[config.mk]
export PLATFORM = sky130hd
export DESIGN_NAME = lsu_lq_tracked
export DESIGN_NICKNAME = d
export VERILOG_FILES = /design/src/rtl/lsu_lq_tracked.sv
export SDC_FILE = /design/constraint.sdc
export NUM_CORES = 1
export LEC_CHECK = 0
export CORE_MARGIN = 10
export CORE_UTILIZATION = 30
export DETAILED_ROUTE_END_ITERATION = 16
export GPL_TIMING_DRIVEN = 1
export SKIP_CTS_REPAIR_TIMING = 1
export SYNTH_ARGS = -nofsm -noshare
export SYNTH_HDL_FRONTEND = slang
export SYNTH_SLANG_ARGS = --single-unit
[constraint.sdc]
create_clock -name clk -period 5.7 [get_ports clk]
set_input_delay 0.855 -clock clk [delete_from_list [all_inputs] [get_ports clk]]
set_output_delay 0.855 -clock clk [all_outputs]
set_load 0.03 [all_outputs]
[src/rtl/lsu_lq_tracked.sv]
// Load queue that tracks loads from allocation through execution to retirement and
// flags executed loads whose bytes are overwritten by a retiring store.
module lsu_lq_tracked #(
    parameter int LQ_DEPTH   = 8,
    parameter int ADDR_WIDTH = 32,
    parameter int TAG_WIDTH  = 6,
    parameter int FUNC_WIDTH = 4
) (
    input  logic                        clk,
    input  logic                        n_rst,
    input  logic                        i_flush,
    output logic                        o_full,
    output logic [$clog2(LQ_DEPTH):0]   o_count,
    input  logic                        i_alloc_en,
    input  logic [TAG_WIDTH-1:0]        i_alloc_tag,
    input  logic [ADDR_WIDTH-1:0]       i_alloc_addr,
    input  logic [FUNC_WIDTH-1:0]       i_alloc_lsu_func,
    output logic [$clog2(LQ_DEPTH)-1:0] o_alloc_slot,
    input  logic                        i_exec_en,
    input  logic [$clog2(LQ_DEPTH)-1:0] i_exec_slot,
    input  logic                        i_sq_retire_en,
    input  logic [ADDR_WIDTH-1:0]       i_sq_retire_addr,
    input  logic [FUNC_WIDTH-1:0]       i_sq_retire_lsu_func,
    input  logic                        i_rob_retire_en,
    input  logic [TAG_WIDTH-1:0]        i_rob_retire_tag,
    output logic                        o_rob_retire_hit,
    output logic                        o_rob_retire_mis_speculated
);
    localparam int IDX_W = $clog2(LQ_DEPTH);

    localparam logic [FUNC_WIDTH-1:0] LSU_FUNC_LB  = FUNC_WIDTH'(0);
    localparam logic [FUNC_WIDTH-1:0] LSU_FUNC_LBU = FUNC_WIDTH'(1);
    localparam logic [FUNC_WIDTH-1:0] LSU_FUNC_LH  = FUNC_WIDTH'(2);
    localparam logic [FUNC_WIDTH-1:0] LSU_FUNC_LHU = FUNC_WIDTH'(3);
    localparam logic [FUNC_WIDTH-1:0] LSU_FUNC_SB  = FUNC_WIDTH'(5);
    localparam logic [FUNC_WIDTH-1:0] LSU_FUNC_SH  = FUNC_WIDTH'(6);

    typedef enum logic [1:0] {
        LQ_INVALID   = 2'd0,
        LQ_ALLOCATED = 2'd1,
        LQ_EXECUTED  = 2'd2
    } lq_state_t;

    function automatic logic [2:0] size_decode(input logic [FUNC_WIDTH-1:0] func);
        case (func)
            LSU_FUNC_LB, LSU_FUNC_LBU, LSU_FUNC_SB: size_decode = 3'd1;
            LSU_FUNC_LH, LSU_FUNC_LHU, LSU_FUNC_SH: size_decode = 3'd2;
            default:                                size_decode = 3'd4;
        endcase
    endfunction

    // End addresses carry one extra bit so ranges touching the top of memory never wrap.
    function automatic logic overlaps(input logic [ADDR_WIDTH-1:0] la, input logic [2:0] lsize,
                                      input logic [ADDR_WIDTH-1:0] sa, input logic [2:0] ssize);
        logic [ADDR_WIDTH:0] lend;
        logic [ADDR_WIDTH:0] send;
        lend = {1'b0, la} + {{(ADDR_WIDTH-2){1'b0}}, lsize};
        send = {1'b0, sa} + {{(ADDR_WIDTH-2){1'b0}}, ssize};
        overlaps = ({1'b0, sa} < lend) && ({1'b0, la} < send);
    endfunction

    lq_state_t             state_q    [LQ_DEPTH];
    logic [ADDR_WIDTH-1:0] addr_q     [LQ_DEPTH];
    logic [TAG_WIDTH-1:0]  tag_q      [LQ_DEPTH];
    logic [2:0]            size_q     [LQ_DEPTH];
    logic [LQ_DEPTH-1:0]   mis_spec_q;

    logic [LQ_DEPTH-1:0] valid;
    logic [LQ_DEPTH-1:0] exec_now;
    logic [LQ_DEPTH-1:0] store_hit;
    logic [LQ_DEPTH-1:0] retire_select;
    logic [IDX_W-1:0]    alloc_slot;
    logic [IDX_W:0]      count;
    logic                full;
    logic                alloc_accept;
    logic                retire_mis;
    logic [2:0]          store_size;

    assign store_size = size_decode(i_sq_retire_lsu_func);

    always_comb begin
        valid         = '0;
        exec_now      = '0;
        store_hit     = '0;
        retire_select = '0;
        alloc_slot    = '0;
        count         = '0;
        // Descending scan so the lowest free index is the last one written.
        for (int i = LQ_DEPTH - 1; i >= 0; i--) begin
            valid[i]         = (state_q[i] != LQ_INVALID);
            exec_now[i]      = i_exec_en && (i_exec_slot == IDX_W'(i)) && (state_q[i] == LQ_ALLOCATED);
            store_hit[i]     = i_sq_retire_en && ((state_q[i] == LQ_EXECUTED) || exec_now[i]) &&
                               overlaps(addr_q[i], size_q[i], i_sq_retire_addr, store_size);
            retire_select[i] = i_rob_retire_en && valid[i] && (tag_q[i] == i_rob_retire_tag);
            if (!valid[i]) alloc_slot = IDX_W'(i);
            count = count + (IDX_W+1)'(valid[i]);
        end
    end

    always_comb begin
        retire_mis = 1'b0;
        for (int i = 0; i < LQ_DEPTH; i++) begin
            if (retire_select[i]) retire_mis = retire_mis | mis_spec_q[i] | store_hit[i];
        end
    end

    assign full                        = &valid;
    assign alloc_accept                = i_alloc_en && !full && !i_flush;
    assign o_full                      = full;
    assign o_count                     = count;
    assign o_alloc_slot                = alloc_slot;
    assign o_rob_retire_hit            = |retire_select;
    assign o_rob_retire_mis_speculated = retire_mis;

    always_ff @(posedge clk or negedge n_rst) begin
        if (!n_rst) begin
            for (int i = 0; i < LQ_DEPTH; i++) begin
                state_q[i]    <= LQ_INVALID;
                mis_spec_q[i] <= 1'b0;
            end
        end else begin
            for (int i = 0; i < LQ_DEPTH; i++) begin
                if (i_flush) begin
                    state_q[i]    <= LQ_INVALID;
                    mis_spec_q[i] <= 1'b0;
                end else if (alloc_accept && (alloc_slot == IDX_W'(i))) begin
                    state_q[i]    <= LQ_ALLOCATED;
                    mis_spec_q[i] <= 1'b0;
                end else if (retire_select[i]) begin
                    state_q[i]    <= LQ_INVALID;
                    mis_spec_q[i] <= 1'b0;
                end else begin
                    if (exec_now[i])  state_q[i]    <= LQ_EXECUTED;
                    if (store_hit[i]) mis_spec_q[i] <= 1'b1;
                end
            end
        end
    end

    // Payload is only meaningful while the entry is valid, so it carries no reset.
    always_ff @(posedge clk) begin
        if (alloc_accept) begin
            addr_q[alloc_slot] <= i_alloc_addr;
            tag_q[alloc_slot]  <= i_alloc_tag;
            size_q[alloc_slot] <= size_decode(i_alloc_lsu_func);
        end
    end

endmodule

== Word level (Yosys, flattened, before mapping) ==
Memories as Yosys holds them, arrays and structs flattened.
Cells that the tools add are included.

* Eq/ne operators: 48
* Reduce and logical (&&, ||, !) cells: 110
* Bitwise logic cells: 15
* Add/subtract/negate cells: 16
* Magnitude comparators: 16
* Muxes and demuxes: 85

{| class="wikitable"
|+ Operators by type and width
! operator !! count
|-
| < comparator 32 x 33 -> 1 bit || 16
|-
| adder 32 x 3 -> 33 bit || 9
|-
| logical AND 1 bit || 66
|-
| 2-to-1 mux 2 bit || 32
|-
| nonzero test 4 bit || 16
|-
| == test 6 bit || 8
|-
| 2-to-1 mux 1 bit || 42
|-
| 2-to-1 mux 3 bit || 9
|-
| == test 3 bit (second input constant) || 8
|-
| adder 4 x 1 -> 4 bit || 4
|-
| == test 2 x 1 -> 1 bit (second input constant) || 8
|-
| == test 2 bit (second input constant) || 8
|-
| == test 4 x 2 -> 1 bit (second input constant) || 4
|-
| == test 4 x 3 -> 1 bit (second input constant) || 4
|-
| nonzero test 2 bit || 8
|-
| OR 1 bit || 15
|-
| == test 3 x 2 -> 1 bit (second input constant) || 4
|-
| one-hot mux 3 bit (2 select lines) || 2
|-
| OR reduction 3 bit || 4
|-
| == test 4 x 1 -> 1 bit (second input constant) || 2
|-
| logical NOT 4 bit || 2
|-
| logical OR 1 bit || 8
|-
| AND reduction 8 bit || 1
|-
| OR reduction 8 bit || 1
|-
| 6 further kinds || 9
|}

* Flip-flop bits (word level): 24
* Bits of input ports: 94
* Memories: 3
* Logic and storage cells: 309
* Output and inout bits: 10
* Memory bits (writable): 328

{| class="wikitable"
|+ Memory list
! memory !! words !! bits a word !! read ports !! clocked after memory_dff !! write ports !! line !! RTL
|-
| addr_q || 8 || 32 || 8 || 0 || 1 || 63 || <nowiki>logic [ADDR_WIDTH-1:0] addr_q [LQ_DEPTH];</nowiki>
|-
| tag_q || 8 || 6 || 8 || 0 || 1 || 64 || <nowiki>logic [TAG_WIDTH-1:0] tag_q [LQ_DEPTH];</nowiki>
|-
| size_q || 8 || 3 || 8 || 0 || 1 || 65 || <nowiki>logic [2:0] size_q [LQ_DEPTH];</nowiki>
|}

== Depth between registers and ports, before layout ==
Gate-level depths: netlist (run 1).

* Depth in word-level cells: 30
* Mapped depth: 22

== Worst setup path before layout (run 1) ==
OpenSTA, ideal clock, no wires.

* Path kind: input -> output
* Start: in i_sq_retire_lsu_func[2]
* End: out o_rob_retire_mis_speculated
* Stages on the path: 20
* Slack: -0.387 ns
* Arrival: 5.232 ns
* Path through: a211oi_1 -> ha_1 -> a21o_1 -> a21oi_1 -> nor2_1 -> and3_1 -> and2_0 -> and3_1 -> nand2_1 -> xor2_1 -> ha_1 -> nand2_1 -> o21ai_1 -> a211o_1 -> or2_2 -> a2111oi_4 -> o31ai_2 -> a221oi_4 -> a221oi_2 -> o2111ai_1

* Cells in the longest elaborated chain, start to end: 30
* Elaborated cells between the ends (all ways): 57
* Those cells by class: 1 x add/sub; 8 x order compare; 5 x eq/ne; 9 x mux; 15 x bitwise; 19 x reduce/logical

{| class="wikitable"
|+ RTL lines
! what !! line !! RTL
|-
| from (decl) || 23 || <nowiki>input logic [FUNC_WIDTH-1:0] i_sq_retire_lsu_func,</nowiki>
|-
| == test 4 x 2 -> 1 bit (tied with other cells) || 45 || <nowiki>case (func)</nowiki>
|-
| OR reduction 3 bit || 45 ||
|-
| one-hot mux 3 bit (2 select lines) (*) || 45 ||
|-
| adder 32 x 3 -> 33 bit (*) || 58 || <nowiki>send = {1'b0, sa} + {{(ADDR_WIDTH-2){1'b0}}, ssize};</nowiki>
|-
| < comparator 32 x 33 -> 1 bit || 59 || <nowiki>overlaps = ({1'b0, sa} < lend) && ({1'b0, la} < send);</nowiki>
|-
| logical AND 1 bit || 59 ||
|-
| logical AND 1 bit || 92 || <nowiki>store_hit[i] = i_sq_retire_en && ((state_q[i] == LQ_EXECUTED) || exec_now[i]) &&</nowiki>
|-
| OR 1 bit || 103 || <nowiki>if (retire_select[i]) retire_mis = retire_mis | mis_spec_q[i] | store_hit[i];</nowiki>
|-
| (+10 left out) || - ||
|-
| OR 1 bit (2 in a row) || 103 ||
|-
| 2-to-1 mux 1 bit || 103 ||
|-
| OR 1 bit (2 in a row) || 103 ||
|-
| 2-to-1 mux 1 bit || 103 ||
|-
| OR 1 bit (2 in a row) || 103 ||
|-
| 2-to-1 mux 1 bit || 103 ||
|-
| OR 1 bit (2 in a row) || 103 ||
|-
| 2-to-1 mux 1 bit (*) || 103 ||
|-
| to (decl) || 27 || <nowiki>output logic o_rob_retire_mis_speculated</nowiki>
|}

Mark *: on every way between the ends. The rest lies on a longest branch, timed or not.

== Worst setup path after layout (run 1) ==
* Start: in i_sq_retire_lsu_func[1]
* End: out o_rob_retire_mis_speculated

Same word-level chain as after synthesis.

==> results of run 1 <==
==> area by class of cell <==
class	count	area, um2
clock buffers	46	1070
clock inverters	28	332
fillers	9231	58200
inverters	64	243
multi-input cells	2222	18200
flip-flops and latches	352	10500
well taps	1254	1570
repair buffers	401	3310
==> power groups by stage <==
stage	logic, W	registers, W	clock network, W
global route	0.00130	0.00290	0.00293
global placement	0.00110	0.00295	0
CTS	0.00112	0.00290	0.00282
finish	0.00117	0.00290	0.00277
detailed placement	0.00112	0.00295	0
floorplan	0.000547	0.00295	0
==> worst max path at each step <==
stage	startpoint	endpoint	slack (ns)
4_1_cts	i_sq_retire_lsu_func[0]	o_rob_retire_mis_speculated	-1.22
3_3_place_gp	i_sq_retire_lsu_func[0]	o_rob_retire_mis_speculated	-1.10
5_1_grt	size_q[1][1]	o_rob_retire_mis_speculated	-0.61
2_1_floorplan	i_sq_retire_lsu_func[0]	o_rob_retire_mis_speculated	0.001
6_report	i_sq_retire_lsu_func[1]	o_rob_retire_mis_speculated	-0.41
3_5_place_dp	i_sq_retire_lsu_func[0]	o_rob_retire_mis_speculated	-1.20
==> through the flow <==
step           setup slack [ns]  std cells  power (W)  instance area [um2]
2_1_floorplan           0.00146       2653    0.00350                28300
3_3_place_gp              -1.10       4280    0.00405                33000
3_5_place_dp              -1.20       4280    0.00407                33000
4_1_cts                   -1.22       4354    0.00684                34400
5_1_grt                  -0.610       4367    0.00713                35200
6_report                 -0.414       4367    0.00684                35200
==> layer usage <==
metal | GRT usage [%] | share of wire, %
met1 | 22.2 | 45
met2 | 28.9 | 47
met3 | 1.99 | 4.9
met4 | 4.62 | 3.0
met5 | 0 | 0.014
==> sequential cells by signal, summed over array words and instances, names as in the netlist <==
register,count
size_q,24
addr_q,256
mis_spec_q,8
state_q,16
tag_q,48
==> placed cells by master (no fill, tap or decap), drive strengths merged, types with 8 or more instances in the layout <==
cell and n:
and4 29, nand4 83, clkdlybuf4s50 97, a211o 8
nand2b 16, or2 9, nor4 22, o21a 17
nor2b 19, a221oi 11, clkinv 17, nand2 201
a21oi 176, clkbuf 47, a31oi 9, o211ai 21
nand3 141, o21ai 105, fa 13, and2 18
and3 65, ha 519, a21o 87, buf 302
edfxtp 328, xor2 172, xnor2 146, nor3 38
a2111oi 14, dfrtp 24, nor2 149, inv 65
a211oi 30
==> cell families (layout without fill, tap and decap cells) <==
logic type                 count (synthesis)  count (layout)  synth area share [%]
and+or+nand+nor                          824             824                  15.3
AOI/OAI and AO/OA                        547             547                  12.7
adders and majority gates                533             533                  24.0
DFF                                      352             352                  37.0
xor gates and xnor gates                 318             318                  9.87
buffers and inverters                     79             539                  1.14
==> critical path, stage by stage <==
cell and delay, ns:
clkbuf_2 0.12, inv_2 0.05, a211oi_4 0.33, ha_1 0.29, a21o_1 0.17, a21oi_2 0.19
nor2_2 0.06, and3_4 0.19, and2_4 0.16, and3_4 0.17, and2_4 0.15, nand3_2 0.09
xor2_2 0.26, ha_1 0.31, buf_4 0.14, a21oi_1 0.16, nand2_1 0.13, or4_1 0.51
o211ai_1 0.26, o211ai_1 0.13, o211a_1 0.21, o2111ai_4 0.15, buf_12 0.16
==> impl_results.md, run 1 <==
- Final hold vios: 0
- Crit end category: output pin
- Setup WS post-layout: -0.414 ns
- Syn. warnings: 0
- Peak VDD IR: 0.237 mV
- Crit path kind: input pin to output pin
- Iter 0 DRT Violations: 1624
- I/O pin count: 104
- Core box area: 93300 um2
- Reg-to-Reg End: mis_spec_q[6]
- Post-synth top cells: 519 x ha_1, 328 x edfxtp_1, 199 x nand2_1
- Mean Syn Cell Area: 10.6 um2
- CTS Buf Count: 40
- Unrepaired setup endpoints after global routing: true
- #FFs+latches synth: 352
- Die width: 327 um
- Via count: 22900
- FP Rows: 112
- Largest net degree at the start of global routing: 42
- H-Tree Depth: 2
- Max-Cap Viols: 0
- Min-Delay Path Class: register to register
- Psw: 0.00181 W
- Final Cycle Share: 107%
- Vias in the first global route: 23000
- Pre-antenna DRT Iters: 5
- Slew Limit Fails: 0
- CTS Buffer Depth: 3
- Clock power share: 40.6%
- Achievable clock frequency: 164 MHz
- Asr flop ratio synth: 6.82%
- Fin Clk Skew: 0.0440 ns
- CTS tree: built
- Post-synth EDFFs: 328
- Int Power: 0.00503 W
- Initial antenna violation count: 3
- Worst Hold Launch: mis_spec_q[6]
- Grt ovf: 0
- Top-count cell post-synth: ha_1
- Residual DRC count: 0
- Run status: finished, violations left
- Worst R2R Start: size_q[6][1]
- Synth top area share: 34.9%
- GRT Total Usage: 16.9%
- CTS Sinks: 352
- DPL Wire Length: 76500 um
- Finished Core Util: 37.7%
- Clk_lat worst skew: 0.58 ns
- Global-route wire length before repair: 138000 um
- Area grow syn2layout: 24.7%
- Antenna Nets Post-Route: 0
- Avg Vias per Cell: 5.25
- Post-Syn Area: 28200 um2
- Leak Pwr: 13.9 nW
- Final nets: 3707
- Required @ worst endpoint: 4.85 ns
- Cells after Synth: 2653
- Area leader, netlist: edfxtp_1
- Sequential-to-total area share from yosys stat: 37.0%
- Die footprint: 107000 um2
- Setup TNS: -0.414 ns
- PD cells: 195 nW/um2
- Reg power frac: 42.4%
- Sw frac: 26.4%
- Hold Path Stages: 2
- Diode count: 0
- Worst Hold End: mis_spec_q[6]
- Violated checks: negative setup slack
- WP data arrival: 5.26 ns
- R2R cell count: 22
- Root Driver: clkbuf_16
- Top FF cell, synth: edfxtp_1
- # setup viols final: 1
- CP Launch Type: input pin
- R2R Setup Slk: 1.28 ns
- Synth unique cells: 92
- Comb pwr share: 17.1%
- Avg WL per Cell: 21.4 um
- Minimum clock period: 6.11 ns
- WHS: 0.507 ns
- Initial Util: 30.2%
- Die extent in y: 327 um
- # port buffers: 103
- Slew headroom: 26.3%
- Share of layout cells above drive strength 1: 16.3%
- Syn nets: 3279
- Final GP Congestion: 0.916
- Largest cells by area after synthesis: edfxtp_1 35%, ha_1 23%, xor2_1 5.3%
- Clk slew on worst S/H paths: 0.06 ns
- Maximum fanout along the worst path: 4
- DRT Wirelength: 93500 um
- Worst-Margin Slew: 1.09 ns
No activity file was read; power rests on OpenSTA's default activity.
==> run 2: changes to the inputs <==
--- a/config.mk
+++ b/config.mk
@@ -6,9 +6,10 @@
 export NUM_CORES = 1
 export LEC_CHECK = 0
 export CORE_MARGIN = 10
-export CORE_UTILIZATION = 30
+export CORE_UTILIZATION = 57
 export DETAILED_ROUTE_END_ITERATION = 16
 export GPL_TIMING_DRIVEN = 1
+export PLACE_DENSITY = 0.78
 export SKIP_CTS_REPAIR_TIMING = 1
 export SYNTH_ARGS = -nofsm -noshare
 export SYNTH_HDL_FRONTEND = slang
==> run 2 against run 1 <==
  * The flow still finishes with violations (negative setup slack)
  * Global-route usage is 15 points higher
  * Sequential share of layout area is 0.90 points higher
  * Largest cell class unchanged
  * Critical endpoint unchanged
  * Die area fell by 45%
==> impl_results.md, run 2 (synthesized netlist as in run 1, its figures left out) <==
- Peak VDD IR: 0.280 mV
- Avg Vias per Cell: 6.48
- Avg WL per Cell: 26.1 um
- CP Launch Type: register
- DPL Wire Length: 76800 um
- Pre-antenna DRT Iters: 6
- Setup WS post-layout: -0.433 ns
- Required @ worst endpoint: 4.85 ns
- Biggest regs: addr_q (256), tag_q (48), size_q (24)
- CTS Buffer Depth: 3
- Die footprint: 58800 um2
- CTS Buf Count: 42
- # setup viols final: 1
- Max-Cap Viols: 0
- GRT Total Usage: 32.3%
- Max reg flops: 256
- Die width: 242 um
- Min-Delay Path Class: register to register
- Leak Pwr: 13.8 nW
- Fin Clk Skew: 0.0150 ns
- Final hold vios: 0
- Grt ovf: 0
- Area grow syn2layout: 21.0%
- Minimum clock period: 6.13 ns
- Post-route cell area: 34100 um2
- H-Tree Depth: 2
- Initial Util: 57.6%
- Vias in the first global route: 24200
- Clk slew on worst S/H paths: 0.07 ns
- Via count: 24300
- Slew Limit Fails: 0
- Most common cell after layout, fill and taps aside: ha_1
- Final GP Congestion: 1.02
- Final Cycle Share: 108%
- Slew headroom: 23.6%
- DRT Wirelength: 97900 um
- Cells after DPL: 3643
- Global-route wire length before repair: 145000 um
- Unrepaired setup endpoints after global routing: true
- Diode count: 0
- Largest net degree at the start of global routing: 42
- Placed cell areas: 31900 um2
- Commonest non-fill, non-tap cells in the layout: 514 x ha_1, 328 x edfxtp_1, 261 x buf_4, 198 x nand2_1, 162 x xor2_1
- Crit path kind: register to output pin
- Fillers: 3611
- Most flops, register: addr_q
- Core box area: 49000 um2
- I/O pin count: 104
- Final Non-Filler Cells: 3752
- WHS: 0.498 ns
- CTS Sinks: 352
- WP data arrival: 5.28 ns
- Antenna Nets Post-Route: 0
- CTS tree: built
- Share of layout cells above drive strength 1: 15.3%
- Run status: finished, violations left
- Achievable clock frequency: 163 MHz
- Initial antenna violation count: 2
- Worst-Margin Slew: 1.14 ns
- Die extent in y: 242 um
- Crit end category: output pin
- Finished Core Util: 69.7%
- FP Rows: 81
- PD cells: 204 nW/um2
- Final nets: 3681
- Iter 0 DRT Violations: 2444
- # port buffers: 103
- Maximum fanout along the worst path: 4
- Root Driver: clkbuf_16
- Violated checks: negative setup slack
- Clk_lat worst skew: 0.58 ns
- Residual DRC count: 0
[run 2: changes by cell type in the layout (fill, tap and decap cells not counted), sizes merged]
| cell | before | now |
|---|---|---|
| clkinv | 17 | 16 |
| dlymetal6s2s | 1 | 3 |
| clkinvlp | 3 | 6 |
| clkdlybuf4s50 | 97 | 95 |
| clkbuf | 47 | 46 |
| inv | 65 | 66 |
| buf | 302 | 275 |
[run 2: cell type report]
cell class                      instances  area, um2  area share, %
Clock buffer                           46       1090           3.18
Clock inverter                         31        359           1.05
Inverter                               64        243          0.711
Multi-Input combinational cell       2222      18000           52.8
Sequential cell                       352      10500           30.6
Tap cell                              664        831           2.43
Timing Repair Buffer                  373       3140           9.21
[run 2: worst paths after layout]
| check | from | end | slack (ns) | depth (start not counted) |
|---|---|---|---|---|
| min reg2reg | mis_spec_q[3] | mis_spec_q[3] | 0.50 | 1 |
| min in group asynchronous | n_rst | state_q[15] | 0.89 | 1 |
| max in group asynchronous | n_rst | state_q[0] | 4.12 | 1 |
| max | size_q[4][1] | o_rob_retire_mis_speculated | -0.43 | 19 |
| max reg2reg | addr_q[6][0] | mis_spec_q[6] | 1.22 | 25 |
| min | mis_spec_q[3] | mis_spec_q[3] | 0.50 | 1 |
[run 2: through the flow]
step	setup slack [ns]	TNS (ns)	power (W)
floorplan	0.00146	0	0.00350
global placement	-1.08	-1.26	0.00403
detailed placement	-1.10	-1.31	0.00407
CTS	-1.14	-1.14	0.00692
global route	-0.504	-0.504	0.00718
finish	-0.433	-0.433	0.00697
[run 2: per-layer routing]
metal	routed length, um	part of all wire, %	track usage, %	up-vias
met1	39500	40	42.3	11900
met2	43600	45	51.4	1218
met4	4670	4.8	13.6	0
met3	10100	10	6.02	263
li1	-	-	-	11000
met5	0	0	0	-
[run 2: critical path, stage by stage (launching register included)]
cell,delay (ns)
edfxtp_1,0.43
ha_1,0.33
a21o_1,0.17
a21oi_1,0.26
nor2_1,0.14
buf_4,0.17
and3_1,0.19
and3_1,0.19
xnor2_1,0.13
ha_1,0.29
and4_1,0.21
nor4b_1,0.44
o311ai_1,0.28
o211ai_1,0.40
o211ai_1,0.15
o211ai_1,0.16
o21ai_1,0.10
a221oi_2,0.26
o2111ai_4,0.20
buf_12,0.19
[run 2: power by group]
part / internal [W] / switching, W
logic: 0.000493 / 0.000704
registers: 0.00287 / 0.0000378
clock network: 0.00170 / 0.00116
total: 0.00507 / 0.00191
==> run 3: changes to the inputs <==
--- a/config.mk
+++ b/config.mk
@@ -5,6 +5,7 @@
 export SDC_FILE = /design/constraint.sdc
 export NUM_CORES = 1
 export LEC_CHECK = 0
+export ABC_AREA = 1
 export CORE_MARGIN = 10
 export CORE_UTILIZATION = 57
 export DETAILED_ROUTE_END_ITERATION = 16
==> run 3 against run 2 <==
  * The run still ends with negative setup slack left
  * Synthesized area rose by 7.0%
  * Sequential share of layout area fell by 0.71 points
  * Via count rose by 6.4%
  * Maximum frequency rose by 1.4%
  * Power fell by 7.4%
  * Worst setup slack improved by 0.086 ns
  * Final cell count rose by 18%
  * Hold slack improved by 0.031 ns
  * Die area rose by 6.4%
  * Clock power fell by 15%
  * Critical path depth rose by 14
  * Combinational power fell by 8%
  * Critical path type is now input pin to output pin
==> impl_results.md, run 3 <==
- FP Rows: 84
- Fin Clk Skew: 0.0293 ns
- Initial Util: 57.6%
- DRT Wirelength: 87400 um
- Slew Limit Fails: 0
- Clock power share: 37.9%
- Area leader, netlist: edfxtp_1
- Psw: 0.00179 W
- CP most frequent cell: nand2_1
- Peak VDD IR: 0.269 mV
- Avg Vias per Cell: 5.83
- Final hold vios: 0
- R2R Setup Slk: 1.35 ns
- Residual DRC count: 0
- Violated checks: negative setup slack
- I/O pin count: 104
- Min-Delay Path Class: register to register
- #FFs+latches synth: 352
- Run status: finished, violations left
- Crit end category: output pin
- Setup WS post-layout: -0.347 ns
- # port buffers: 103
- Cells after Synth: 3419
- Avg WL per Cell: 19.7 um
- # setup viols final: 1
- Die width: 250 um
- Mean Syn Cell Area: 8.83 um2
- Slew headroom: 19.9%
- Finished Core Util: 66.6%
- Post-Syn Area: 30200 um2
- WP data arrival: 5.19 ns
- Most flops, register: addr_q
- Clk_lat worst skew: 0.58 ns
- Cells after DPL: 4354
- Int Power: 0.00467 W
- Vias in the first global route: 25200
- WHS: 0.529 ns
- Final GP Congestion: 0.967
- Clk slew on worst S/H paths: 0.06 ns
- Hold Path Stages: 2
- Final Non-Filler Cells: 4440
- R2R cell count: 25
- Achievable clock frequency: 165 MHz
- Pre-antenna DRT Iters: 6
- Biggest regs: addr_q (256), tag_q (48), size_q (24)
- Reg power frac: 45.0%
- Asr flop ratio synth: 6.82%
- Post-synth EDFFs: 328
- CTS Buffer Depth: 3
- Final nets: 4347
- Maximum fanout along the worst path: 4
- Synth top area share: 32.6%
- Crit path kind: input pin to output pin
- CTS Sinks: 352
- Register area: 10500 um2
- Max-Cap Viols: 0
- Via count: 25900
- Top FF cell, synth: edfxtp_1
- Iter 0 DRT Violations: 2208
- Required @ worst endpoint: 4.85 ns
- Sequential-to-total area share from yosys stat: 34.6%
- Slowest cell on crit path: clkdlybuf4s50_1
- Die extent in y: 250 um
- Unrepaired setup endpoints after global routing: true
- Area used by multi-input combinational logic: 18700 um2
- DPL Wire Length: 70800 um
- Crit path largest cell delay: 0.50 ns
- Final Cycle Share: 106%
- Largest net degree at the start of global routing: 44
- Core box area: 52400 um2
- Leak Pwr: 15.4 nW
- GRT Total Usage: 27.0%
- Diode count: 0
- Minimum clock period: 6.05 ns
- Commonest non-fill, non-tap cells in the layout: 685 x nand2_1, 513 x ha_1, 364 x inv_1, 328 x edfxtp_1, 251 x nor2_1
- Synth unique cells: 57
- Post-synth top cells: 691 x nand2_1, 519 x ha_1, 367 x inv_1
- Most common cell after layout, fill and taps aside: nand2_1
- Syn. warnings: 0
- Initial antenna violation count: 0
- CP Launch Type: input pin
- CTS Buf Count: 40
- Max reg flops: 256
- Antenna Nets Post-Route: 0
- H-Tree Depth: 2
- PD cells: 185 nW/um2
- Sw frac: 27.7%
- Top-count cell post-synth: nand2_1
- Fillers: 4221
- Area grow syn2layout: 15.8%
- Largest cells by area after synthesis: edfxtp_1 33%, ha_1 22%, nand2_1 8.6%
- CTS tree: built
- Die footprint: 62600 um2
- Syn nets: 4045
- Grt ovf: 0
- Worst-Margin Slew: 1.20 ns
- Root Driver: clkbuf_16
- Share of layout cells above drive strength 1: 11.0%
- Global-route wire length before repair: 134000 um
- Comb pwr share: 17.1%
run 3: changes by cell type after synthesis, sizes merged, moves of 23 or more:
cell	before	now
a21o	87	12
a21oi	176	199
and3	65	2
and4	29	0
inv	64	374
nand2	201	702
nand3	141	176
nand4	83	136
nor2	149	304
nor3	38	105
o21ai	105	69
xnor2	146	104
run 3: logic make-up (layout without fill, tap and decap cells):
group / count (synthesis) / after routing / share of synthesized area, %
flip-flops: 352 / 352 / 34.6
buffers and inverters: 387 / 720 / 4.88
AO/OA/AOI/OAI: 358 / 358 / 6.81
AND/OR/NAND/NOR: 1508 / 1508 / 23.1
adder cells (fa/ha/maj): 532 / 532 / 22.4
XOR/XNOR: 282 / 282 / 8.18
run 3: critical path: cells and delay by family:
| kind | cells | cell delay (ns) |
|---|---|---|
| and+or+nand+nor | 27 | 2.74 |
| buffers and inverters | 3 | 0.83 |
| adders and majority gates | 2 | 0.45 |
| xor gates and xnor gates | 1 | 0.28 |
run 3: cell type report:
class	count	share of cell area (%)
clock buffer	49	3.02
clock inverter	24	0.422
inverter	374	4.02
multi-input combinational	2680	53.4
sequential	352	29.9
tap	688	2.46
timing repair buffer	273	6.78
run 3: power by group through the flow:
stage	sequential, W	combinational (W)	clock [W]
final	0.00291	0.00110	0.00245
after global routing	0.00291	0.00123	0.00258
after CTS	0.00291	0.00107	0.00247
after detailed placement	0.00296	0.00106	0
after global placement	0.00296	0.00103	0
after floorplan	0.00295	0.000587	0
run 3: final timing paths:
path                                     start                          end
min in group asynchronous                n_rst                   state_q[2]
min                              mis_spec_q[7]                mis_spec_q[7]
max                        i_sq_retire_addr[2]  o_rob_retire_mis_speculated
max in group asynchronous                n_rst                mis_spec_q[3]
max reg2reg                       addr_q[2][2]                mis_spec_q[2]
min reg2reg                      mis_spec_q[7]                mis_spec_q[7]
run 3: layer usage:
layer	track usage, %	vias to the layer above	share of wire, %
met4	8.80	0	3.2
li1	-	12500	-
met5	0	-	0
met3	3.92	167	8.7
met1	36.0	12200	42
met2	44.2	960	46
run 3: stage by stage:
stage	instance area, um2	setup slack, ns	TNS (ns)	total power [W]
finish	35000	-0.347	-0.347	0.00646
detailed placement	33300	-1.05	-1.09	0.00402
floorplan	30200	0.154	0	0.00354
global placement	33300	-0.842	-0.842	0.00399
CTS	34500	-1.06	-1.06	0.00645
global route	35000	-0.623	-0.623	0.00672
